### src/rtl/wb_select_stage_pkg.sv
// Shared definitions for the writeback select stage.
// Holds the writeback source indices, the x0 register index and the
// packed control payload kept in the stage register.
package wb_select_stage_pkg;

   localparam int unsigned REG_IDX_W = 5;

   // Writeback source indices; higher indices are spare
   localparam int unsigned SRC_LINK  = 0;  // JAL/JALR link address
   localparam int unsigned SRC_AUIPC = 1;  // AUIPC result
   localparam int unsigned SRC_LUI   = 2;  // LUI immediate
   localparam int unsigned SRC_MEM   = 3;  // memory / ALU result

   // Architectural zero register
   localparam logic [REG_IDX_W-1:0] REG_X0 = REG_IDX_W'(0);

   // Control half of a stage entry
   typedef struct packed {
      logic                 valid;
      logic                 we;
      logic [REG_IDX_W-1:0] rd;
   } wb_ctl_t;

endpackage : wb_select_stage_pkg

### src/rtl/wb_src_mux.sv
// Combinational writeback source selector.
// Ports:
//   sel_i      - source index
//   src_data_i - flattened sources, source k at [k*WIDTH +: WIDTH]
//   data_c_o   - selected source, zero when sel_i >= NUM_SRC
module wb_src_mux #(
   parameter int unsigned WIDTH   = 32,
   parameter int unsigned NUM_SRC = 4,
   parameter int unsigned SEL_W   = 2
) (
   input  logic [SEL_W-1:0]         sel_i,
   input  logic [NUM_SRC*WIDTH-1:0] src_data_i,
   output logic [WIDTH-1:0]         data_c_o
);

   // Indices past the last source match nothing and fall through to zero
   always_comb begin
      data_c_o = '0;
      for (int unsigned k = 0; k < NUM_SRC; k++) begin
         if (32'(sel_i) == k) begin
            data_c_o = src_data_i[k*WIDTH +: WIDTH];
         end
      end
   end

endmodule : wb_src_mux

### src/rtl/wb_select_stage.sv
// Writeback select stage: picks one of NUM_SRC candidate results, registers
// it with its destination, offers forwarding hits and counts commits.
// Ports:
//   clk, rst             - clock, async active-high reset
//   in_valid/sel/src_data/in_rd/in_we - incoming writeback candidate
//   stall, flush         - hold / invalidate the stage entry
//   rs1, rs2             - source indices checked for forwarding
//   out_valid/out_data/out_rd/out_we  - registered stage entry
//   fwd1_hit, fwd2_hit   - combinational forwarding matches
//   sel_err              - sticky out-of-range select flag
//   wb_count             - committed register-write counter
module wb_select_stage
   import wb_select_stage_pkg::*;
#(
   parameter int unsigned WIDTH   = 32,
   parameter int unsigned NUM_SRC = 4,
   parameter int unsigned SEL_W   = 2
) (
   input  logic                     clk,
   input  logic                     rst,
   input  logic                     in_valid,
   input  logic [SEL_W-1:0]         sel,
   input  logic [NUM_SRC*WIDTH-1:0] src_data,
   input  logic [REG_IDX_W-1:0]     in_rd,
   input  logic                     in_we,
   input  logic                     stall,
   input  logic                     flush,
   input  logic [REG_IDX_W-1:0]     rs1,
   input  logic [REG_IDX_W-1:0]     rs2,
   output logic                     out_valid,
   output logic [WIDTH-1:0]         out_data,
   output logic [REG_IDX_W-1:0]     out_rd,
   output logic                     out_we,
   output logic                     fwd1_hit,
   output logic                     fwd2_hit,
   output logic                     sel_err,
   output logic [31:0]              wb_count
);

   wb_ctl_t          ctl_q,     ctl_d;
   logic [WIDTH-1:0] data_q,    data_d;
   logic             sel_err_q, sel_err_d;
   logic [31:0]      cnt_q,     cnt_d;

   logic [WIDTH-1:0] mux_data_c;
   logic             sel_oob_c;
   logic             commit_c;

   wb_src_mux #(
      .WIDTH   (WIDTH),
      .NUM_SRC (NUM_SRC),
      .SEL_W   (SEL_W)
   ) u_src_mux (
      .sel_i      (sel),
      .src_data_i (src_data),
      .data_c_o   (mux_data_c)
   );

   assign sel_oob_c = (32'(sel) >= NUM_SRC);

   // The held entry retires on any non-stalled edge, including a flush edge
   assign commit_c = ctl_q.valid & ctl_q.we & ~stall;

   // Next-state: flush beats stall beats load
   always_comb begin
      ctl_d     = ctl_q;
      data_d    = data_q;
      sel_err_d = sel_err_q;
      cnt_d     = commit_c ? cnt_q + 32'd1 : cnt_q;

      if (flush) begin
         ctl_d.valid = 1'b0;
         ctl_d.we    = 1'b0;
      end else if (!stall) begin
         ctl_d.valid = in_valid;
         ctl_d.rd    = in_rd;
         ctl_d.we    = in_we & in_valid & (in_rd != REG_X0);
         data_d      = mux_data_c;
         if (in_valid && sel_oob_c) begin
            sel_err_d = 1'b1;
         end
      end
   end

   // Stage register
   always_ff @(posedge clk or posedge rst) begin
      if (rst) begin
         ctl_q     <= '0;
         data_q    <= '0;
         sel_err_q <= 1'b0;
         cnt_q     <= '0;
      end else begin
         ctl_q     <= ctl_d;
         data_q    <= data_d;
         sel_err_q <= sel_err_d;
         cnt_q     <= cnt_d;
      end
   end

   assign out_valid = ctl_q.valid;
   assign out_data  = data_q;
   assign out_rd    = ctl_q.rd;
   assign out_we    = ctl_q.we;
   assign sel_err   = sel_err_q;
   assign wb_count  = cnt_q;

   // Forwarding never matches x0
   assign fwd1_hit = ctl_q.valid & ctl_q.we & (ctl_q.rd == rs1) & (rs1 != REG_X0);
   assign fwd2_hit = ctl_q.valid & ctl_q.we & (ctl_q.rd == rs2) & (rs2 != REG_X0);

endmodule : wb_select_stage
### config.mk
export PLATFORM = sky130hd
export DESIGN_NAME = wb_select_stage
export DESIGN_NICKNAME = d
export VERILOG_FILES = /design/src/rtl/wb_select_stage_pkg.sv /design/src/rtl/wb_src_mux.sv /design/src/rtl/wb_select_stage.sv
export SDC_FILE = /design/constraint.sdc
export NUM_CORES = 1
export LEC_CHECK = 0
export CAP_MARGIN = 10
export CORE_MARGIN = 5
export CORE_UTILIZATION = 41
export DETAILED_ROUTE_END_ITERATION = 8
export GPL_TIMING_DRIVEN = 0
export PLACE_DENSITY = 0.83
export SLEW_MARGIN = 20
export SYNTH_ARGS = -nofsm -noshare
export SYNTH_HDL_FRONTEND = slang
export SYNTH_SLANG_ARGS = --single-unit
### constraint.sdc
create_clock -name clk -period 5.57 [get_ports clk]
set_clock_uncertainty 0.1 [all_clocks]
set_input_delay 1.114 -clock clk [delete_from_list [all_inputs] [get_ports clk]]
set_output_delay 1.114 -clock clk [all_outputs]
set_load 0.02 [all_outputs]
### Yosys cells after proc, flatten, opt, wreduce, memory -nomap -nowiden

Index checks and enable logic that the tools add are counted.

| storage, ports and cells | value |
|---|---|
| register bits | 71 |
| input bits | 151 |
| word-level logic and storage cells | 33 |

| operators by class | value |
|---|---|
| add/sub/neg operators | 1 |
| equal/unequal tests | 6 |
| mux-type cells | 6 |
| bitwise logic cells | 10 |
| reduce and logical (&&, ||, !) cells | 5 |

Operators with widths:

| operator | count |
|---|---|
| $mux W32 | 4 |
| $add A32 B1 Y32 const B | 1 |
| $reduce_bool A5 Y1 | 3 |
| $eq A5 B5 Y1 | 2 |
| $and A1 B1 Y1 | 8 |
| $mux W7 | 1 |
| $eq A2 B2 Y1 const B | 2 |
| $eq A2 B1 Y1 const B | 1 |
| $logic_not A2 Y1 | 1 |
| $mux W2 | 1 |
| $ne A2 B1 Y1 const B | 1 |
| $not A1 Y1 | 2 |
| $reduce_and A2 Y1 | 1 |

### Logic depth before layout (Yosys ltp)

Gate-level depths: netlist of the first run.

| depth | value |
|---|---|
| depth in word-level cells | 5 |
| gate-level depth with buffers | 5 |
| mapped depth without buffers | 5 |

### By module

Synthesis of the first run repeated with hierarchy kept, for this count alone.

| second synthesis, totals | value |
|---|---|
| cell total of the unflattened synthesis | 268 |
| area, all modules | 3878.7 um2 |

By module, submodules not included:

| module | times used | cells an instance | area an instance (um2) | sequential area each (um2) |
|---|---|---|---|---|
| wb_select_stage | 1 | 229 | 3064.2 | 1776.7 |
| wb_src_mux | 1 | 39 | 814.5 | 0.0 |

### Worst setup path before layout of the first run

No wires, ideal clock.

| timing path | value |
|---|---|
| path type | input -> output |
| from | input port rs1[1] |
| to | output port fwd1_hit |
| arrival | 2.002 ns |
| data required time | 4.356 ns |
| slack | 2.354 ns |
| stages on the path | 3 |
| path buffers | 0 |
| cells stage by stage | xnor2_1 -> nand3_1 -> nor4_1 |

| on the way | value |
|---|---|
| cells in the longest elaborated chain, start to end | 3 |
| elaborated cells between the ends (all ways) | 4 |
| classes of those cells | eq/ne (1); bitwise (2); reduce/logical (1) |

RTL lines:

| element | line | text |
|---|---|---|
| start: declaration | wb_select_stage.sv:28 | `input logic [REG_IDX_W-1:0] rs1,` |
| $eq A5 B5 Y1 | wb_select_stage.sv:108 | `assign fwd1_hit = ctl_q.valid & ctl_q.we & (ctl_q.rd == rs1) & (rs1 != REG_X0);` |
| $and A1 B1 Y1 | wb_select_stage.sv:108 |  |
| $and A1 B1 Y1 (*) | wb_select_stage.sv:108 |  |
| end: declaration | wb_select_stage.sv:34 | `output logic fwd1_hit,` |

Mark *: on every way between the ends. The rest lies on a longest branch, timed or not.

### Final worst setup path of the first run

| timing path | value |
|---|---|
| from | input port rs2[1] |
| to | output port fwd2_hit |

| on the way | value |
|---|---|
| cells in the longest elaborated chain, start to end | 3 |
| elaborated cells between the ends (all ways) | 4 |
| classes of those cells | eq/ne (1); bitwise (2); reduce/logical (1) |

RTL lines:

| element | line | text |
|---|---|---|
| start: declaration | wb_select_stage.sv:29 | `input logic [REG_IDX_W-1:0] rs2,` |
| $eq A5 B5 Y1 | wb_select_stage.sv:109 | `assign fwd2_hit = ctl_q.valid & ctl_q.we & (ctl_q.rd == rs2) & (rs2 != REG_X0);` |
| $and A1 B1 Y1 | wb_select_stage.sv:109 |  |
| $and A1 B1 Y1 (*) | wb_select_stage.sv:109 |  |
| end: declaration | wb_select_stage.sv:35 | `output logic fwd2_hit,` |

Marked as above.

==> qor.yml, run 1 <==
cts:
  postCtsHoldBufs: 0
  cts-resized-gates: 0
  cts_sinks: 71
  path_clk_slew_ns: 0.09
  numCtsBuffers: 9
  cts_tree: "yes"
  root_buffer: "clkbuf_8"
  htreeDepth: 3
  clockBufferDepth: 2
  clkLatencyLatePin_ns: 0.34
  cts_setup_buffers: 0
yosys:
  synth_top_family_by_area: "multiplexers"
  synth_edf_count: 0
  synth-xor-area-share_pct: 8.88
  yosysSeqAreaShare_pct: 46.2
  synthAdderAreaFrac_pct: 0.325
  netlist_area_mm2: 0.00384
  synth_cells: 273
  synthFlopType: "dfrtp_1"
  ys_types: 32
  synthArstFlopShare_pct: 100
  yosys.area_share.simple_pct: 11.6
  ys_ff_latch: 71
  synth_compound_area_share_pct: 0.521
  synthMuxAreaShare_pct: 30.1
  ys_warn_count: 0
  synth_nets: 425
  avgSynthCellArea_um2: 14.1
detailed_routing:
  dr.first_iter.drc_count: 73
  avgViaCountPerCell: 5.34
  vias: 3321
  drt-total-wl_mm: 12.8
  wl_per_cell_um: 20.6
  drt_pre_antenna_iters: 5
  drcViolationCount: 0
  detail-route-antenna-nets: 0
cells_and_area:
  fill_cells: 702
  antenna_cells: 0
  ff_latch_area_mm2: 0.00178
  multi_input_area_mm2: 0.00198
  area_growth_syn_to_layout_pct: 66.4
  final_nets: 658
  drive_gt1_share_pct: 20.7
  final_util_pct: 69.6
critical_path:
  cp_cell_sequence: "clkdlybuf4s50_1 > xnor2_1 > nand3_1 > nor4_1 > clkdlybuf4s50_1"
  cp-startpoint: "rs2[1]"
  cpMostUsedCell: "clkdlybuf4s50_1"
  cp_top_family: "buffers and inverters"
  cp.arrival_ns: 2.74
  critPathKind: "primary input to output pin"
  worstReg2RegStart: "wb_count[0]"
  r2r_end: "wb_count[28]"
  crit_fanout: 1
  reg2reg_depth: 5
  worstPathBufferInverterCount: 2
  ff2ff_setup_slack_ns: 3.68
  max_stage_delay_ns: 0.65
  end_kind: "output pin"
  cp_slowest_cell: "clkdlybuf4s50_1"
  worstPathRequired_ns: 4.36
  startpoint_type: "primary input"
timing:
  hold_slack_ns: 0.391
  period_minus_slack_ns: 3.95
  slew_headroom_pct: 59.4
  hold_violations: 0
  period_share_pct: 70.9
  rsz0062_at_grt: "no"
  setup_ws_ns: 1.62
  tightestPinTransition_ns: 0.609
  drv_slew: 0
  setup_violations: 0
  setup_tns_ns: 0
  clock.fmax_mhz: 253
hold_path:
  hold_end: "wb_count[26]"
  worstHoldPathType: "flip-flop to flip-flop"
  hold_path_startpoint: "wb_count[26]"
  holdPathStages: 1
die:
  ioPinCount: 225
  core_area_mm2: 0.00920
  fp.dieH_um: 107
  rows: 35
  dieArea_mm2: 0.0114
  die_w_um: 107
  start_util_pct: 41.8
placement:
  post-place-ws_ns: 1.60
  port_buffers: 221
  place.detailed.hpwl_mm: 10.7
  globalplace.congestion: 0.881
pwr:
  p_per_area_mw_per_mm2: 227
  power_mw: 1.45
  ir_worst_vdd_mv: 0.140
  p_leak_nw: 2.53
grt:
  grt_pass1_wl_mm: 19.7
  grt_max_degree: 38
  antenna_found_initial: 0
  grt_pass1_vias: 3737
  grt_overflow: 0
  track_usage_pct: 22.8
run_status:
  status: "finished clean"
flow_run:
  max-cap-violations: 0
## cell families after synthesis
logic type               count (synthesis)
AO/OA/AOI/OAI                            4
XOR/XNOR                                39
adder cells (fa/ha/maj)                  1
buffers and inverters                   16
flip-flops                              71
multiplexers                            71
other                                    1
AND/OR/NAND/NOR                         70
## worst max path at each step
stage	slack (ns)	cells after the start	endpoint
4_1_cts	1.60	5	fwd2_hit
3_5_place_dp	1.60	5	fwd2_hit
6_report	1.62	5	fwd2_hit
2_1_floorplan	2.35	3	fwd1_hit
5_1_grt	1.44	5	fwd2_hit
3_3_place_gp	1.37	2	wb_count[6]
## synth_stat cells (all sizes together), types with 4 or more instances
cell	instances	area share, %
and3	4	0.65
xnor2	33	7.5
nor4	7	2.1
and4	4	0.91
xor2	6	1.4
nand4	12	2.3
dfrtp	71	46
nor2	10	1.0
mux4	32	19
buf	10	1.7
mux2	38	11
nand3	15	2.1
nand2	11	1.1
## sequential cells by signal (all words and copies together) (netlist names)
signal	cells
out_data	32
wb_count	32
out_rd	5
out_valid	1
out_we	1
## final cells by class
cell class                      instances  area share [%]
Clock buffer                            9            1.94
Timing Repair Buffer                  222            34.9
Buffer                                 13            1.19
Tap cell                              111            2.17
Inverter                                3           0.215
Sequential cell                        71            27.8
Multi-Input combinational cell        186            31.0
Clock inverter                          7           0.861
## through the flow
| step | cells | instance area, um^2 |
|---|---|---|
| after detailed placement | 606 | 6220 |
| final | 622 | 6400 |
| after floorplan | 273 | 3840 |
| after global placement | 605 | 6200 |
| after CTS | 622 | 6400 |
| after global routing | 622 | 6400 |
## worst register-to-register path, cell delays in order, from the launching register on
cell	delay, ns
dfrtp_1	0.43
ha_1	0.21
nand4b_2	0.20
nor4_2	0.51
nand4_1	0.18
xnor2_1	0.16
## power breakdown
part / switching [mW] / internal (mW) / total, mW
Sequential: 0.0422 / 0.571 / 0.613
Clock: 0.216 / 0.166 / 0.382
Combinational: 0.182 / 0.277 / 0.460
Total: 0.440 / 1.01 / 1.45
## cell usage in the layout, fill, tap and decap left out, drive strengths merged
master         synthesis  routed
inv                    3       6
or4                    1       1
mux2                  38      38
nor3                   3       3
mux4                  32      32
conb                   1       1
nand3                 15      15
and4                   4       4
xor2                   6       6
clkdlybuf4s50          0     221
nand4                 12      12
buf                   10      11
and3                   4       4
xnor2                 33      33
clkinvlp               0       2
mux2i                  1       1
nor2                  10      10
clkinv                 0       2
clkbuf                 3      12
nor4                   7       7
o21ai                  1       1
dfrtp                 71      71
nand4b                 2       2
ha                     1       1
a21oi                  3       3
nand2                 11      11
or2                    1       1
## metal layers
layer	vias up	track usage (%)	wire [um]
li1	1494	-	-
met1	1672	21.7	4110
met2	141	43.5	7110
met3	14	10.5	1390
met4	0	6.39	204
met5	-	0	0
Power figures use the tool's default switching activity.
==> run 2, diff against run 1 <==
CORE_UTILIZATION = 35   (was 41)
PLACE_DENSITY = 0.75   (was 0.83)
clock period = 3.3 ns   (was 5.57 ns; I/O delays follow)
==> qor.yml, run 2 (synthesis gave the netlist of run 1 again) <==
timing:
  drv_slew: 0
  period_minus_slack_ns: 3.07
  period_share_pct: 93.2
  clock.fmax_mhz: 325
  hold_violations: 0
  slew_headroom_pct: 60.1
  setup_tns_ns: 0
  tightestPinTransition_ns: 0.598
  rsz0062_at_grt: "no"
  setup_violations: 0
die:
  die_w_um: 115
  core_area_mm2: 0.0108
  fp.dieH_um: 115
  dieArea_mm2: 0.0132
  start_util_pct: 35.6
  rows: 38
  ioPinCount: 225
cts:
  cts_setup_buffers: 0
  cts_sinks: 71
  htreeDepth: 3
  postCtsHoldBufs: 0
  path_clk_slew_ns: 0.07
  root_buffer: "clkbuf_8"
  clockBufferDepth: 2
  cts_tree: "yes"
  numCtsBuffers: 9
  cts-resized-gates: 0
  clkLatencyLatePin_ns: 0.33
critical_path:
  max_stage_delay_ns: 0.70
  startpoint_type: "primary input"
  cpMostUsedCell: "clkdlybuf4s50_1"
  end_kind: "output pin"
  cp_slowest_cell: "clkdlybuf4s50_1"
  worstPathBufferInverterCount: 2
  critPathKind: "primary input to output pin"
  cp_cell_sequence: "clkdlybuf4s50_1 > xnor2_1 > nand3_1 > nor4_1 > clkdlybuf4s50_1"
  crit_fanout: 1
  worstReg2RegStart: "wb_count[0]"
  cp.arrival_ns: 2.31
  cp_top_family: "buffers and inverters"
  worstPathRequired_ns: 2.54
  cp-startpoint: "rs1[1]"
run_status:
  status: "finished clean"
cells_and_area:
  ff_latch_area_mm2: 0.00178
  layout_common_cells: "clkdlybuf4s50_1, dfrtp_1, mux2_2"
  mostFrequentLayoutCell: "clkdlybuf4s50_1"
  drive_gt1_share_pct: 20.7
  final_util_pct: 60.3
  area_growth_syn_to_layout_pct: 69.2
  multi_input_area_mm2: 0.00198
  fill_cells: 894
  final_cells: 651
  final_nets: 658
  antenna_cells: 0
detailed_routing:
  dr.first_iter.drc_count: 135
  vias: 3323
  detail-route-antenna-nets: 0
  avgViaCountPerCell: 5.10
  drt-total-wl_mm: 12.8
  drt_pre_antenna_iters: 4
  wl_per_cell_um: 19.6
  drcViolationCount: 0
grt:
  grt-busiest-layer: "met2"
  grt_max_degree: 38
  gr-usage-met2_pct: 35.9
  grt_util_met3_pct: 9.26
  grt_pass1_wl_mm: 19.3
  track_usage_pct: 19.2
  grt_overflow: 0
  grt_pass1_vias: 3691
  antenna_found_initial: 1
  met1_usage_pct: 18.8
pwr:
  swShare_pct: 26.8
  power_mw: 2.68
  p_sw_mw: 0.718
  seq_power_share_pct: 38.5
  p_clk_share_pct: 32.7
  p_per_area_mw_per_mm2: 412
  p_leak_nw: 2.57
  p_int_mw: 1.96
  ir_worst_vdd_mv: 0.246
  pwr-share-comb_pct: 28.8
flow_run:
  max-cap-violations: 0
placement:
  globalplace.congestion: 0.805
  dp.cells: 635
  place.detailed.hpwl_mm: 10.7
  port_buffers: 221
hold_path:
  worstHoldPathType: "flip-flop to flip-flop"
  hold_path_startpoint: "wb_count[31]"
run 2: cell types whose count changed in the layout (fill, tap and decap cells not counted), sizes merged:
cell / delta
bufinv: +3
clkbuf: +1
clkinv: -2
clkinvlp: -1
inv: -1
run 2: final cells by class:
type	count	area share, %
repair buffers	222	34.3
multi-input cells	186	30.4
flip-flops and latches	71	27.3
well taps	140	2.69
clock buffers	10	2.11
clock inverters	6	1.77
plain buffers	13	1.17
inverters	3	0.211
run 2: power by group through the flow:
stage	registers [mW]	clock network, mW	logic [mW]
after floorplan	1.16	0	0.221
after global placement	1.04	0	0.766
after detailed placement	1.05	0	0.780
after CTS	1.03	0.899	0.783
after global routing	1.05	0.930	0.821
final	1.03	0.875	0.772
run 2: path summary, 6_finish.rpt:
| kind | slack [ns] | end | cells after the start |
|---|---|---|---|
| max | 0.23 | fwd1_hit | 5 |
| min | 0.38 | wb_count[31] | 1 |
| max reg2reg | 1.41 | wb_count[26] | 5 |
| min reg2reg | 0.38 | wb_count[31] | 1 |
| max in group asynchronous | 1.96 | out_rd[0] | 3 |
| min in group asynchronous | 0.59 | wb_count[11] | 2 |
run 2: metrics by stage:
stage / instance area [um^2] / hold WS [ns] / worst slack, ns
2_1_floorplan: 3840 / 0.482 / 0.743
3_3_place_gp: 6230 / 0.361 / -0.507
3_5_place_dp: 6250 / 0.371 / 0.192
4_1_cts: 6510 / 0.382 / 0.194
5_1_grt: 6510 / 0.403 / 0.103
6_report: 6510 / 0.376 / 0.226
run 2: metal layers:
layer | routed length, um | share of wire (%)
met1 | 4120 | 32
met4 | 211 | 1.7
met5 | 0 | 0
met3 | 1300 | 10
met2 | 7120 | 56
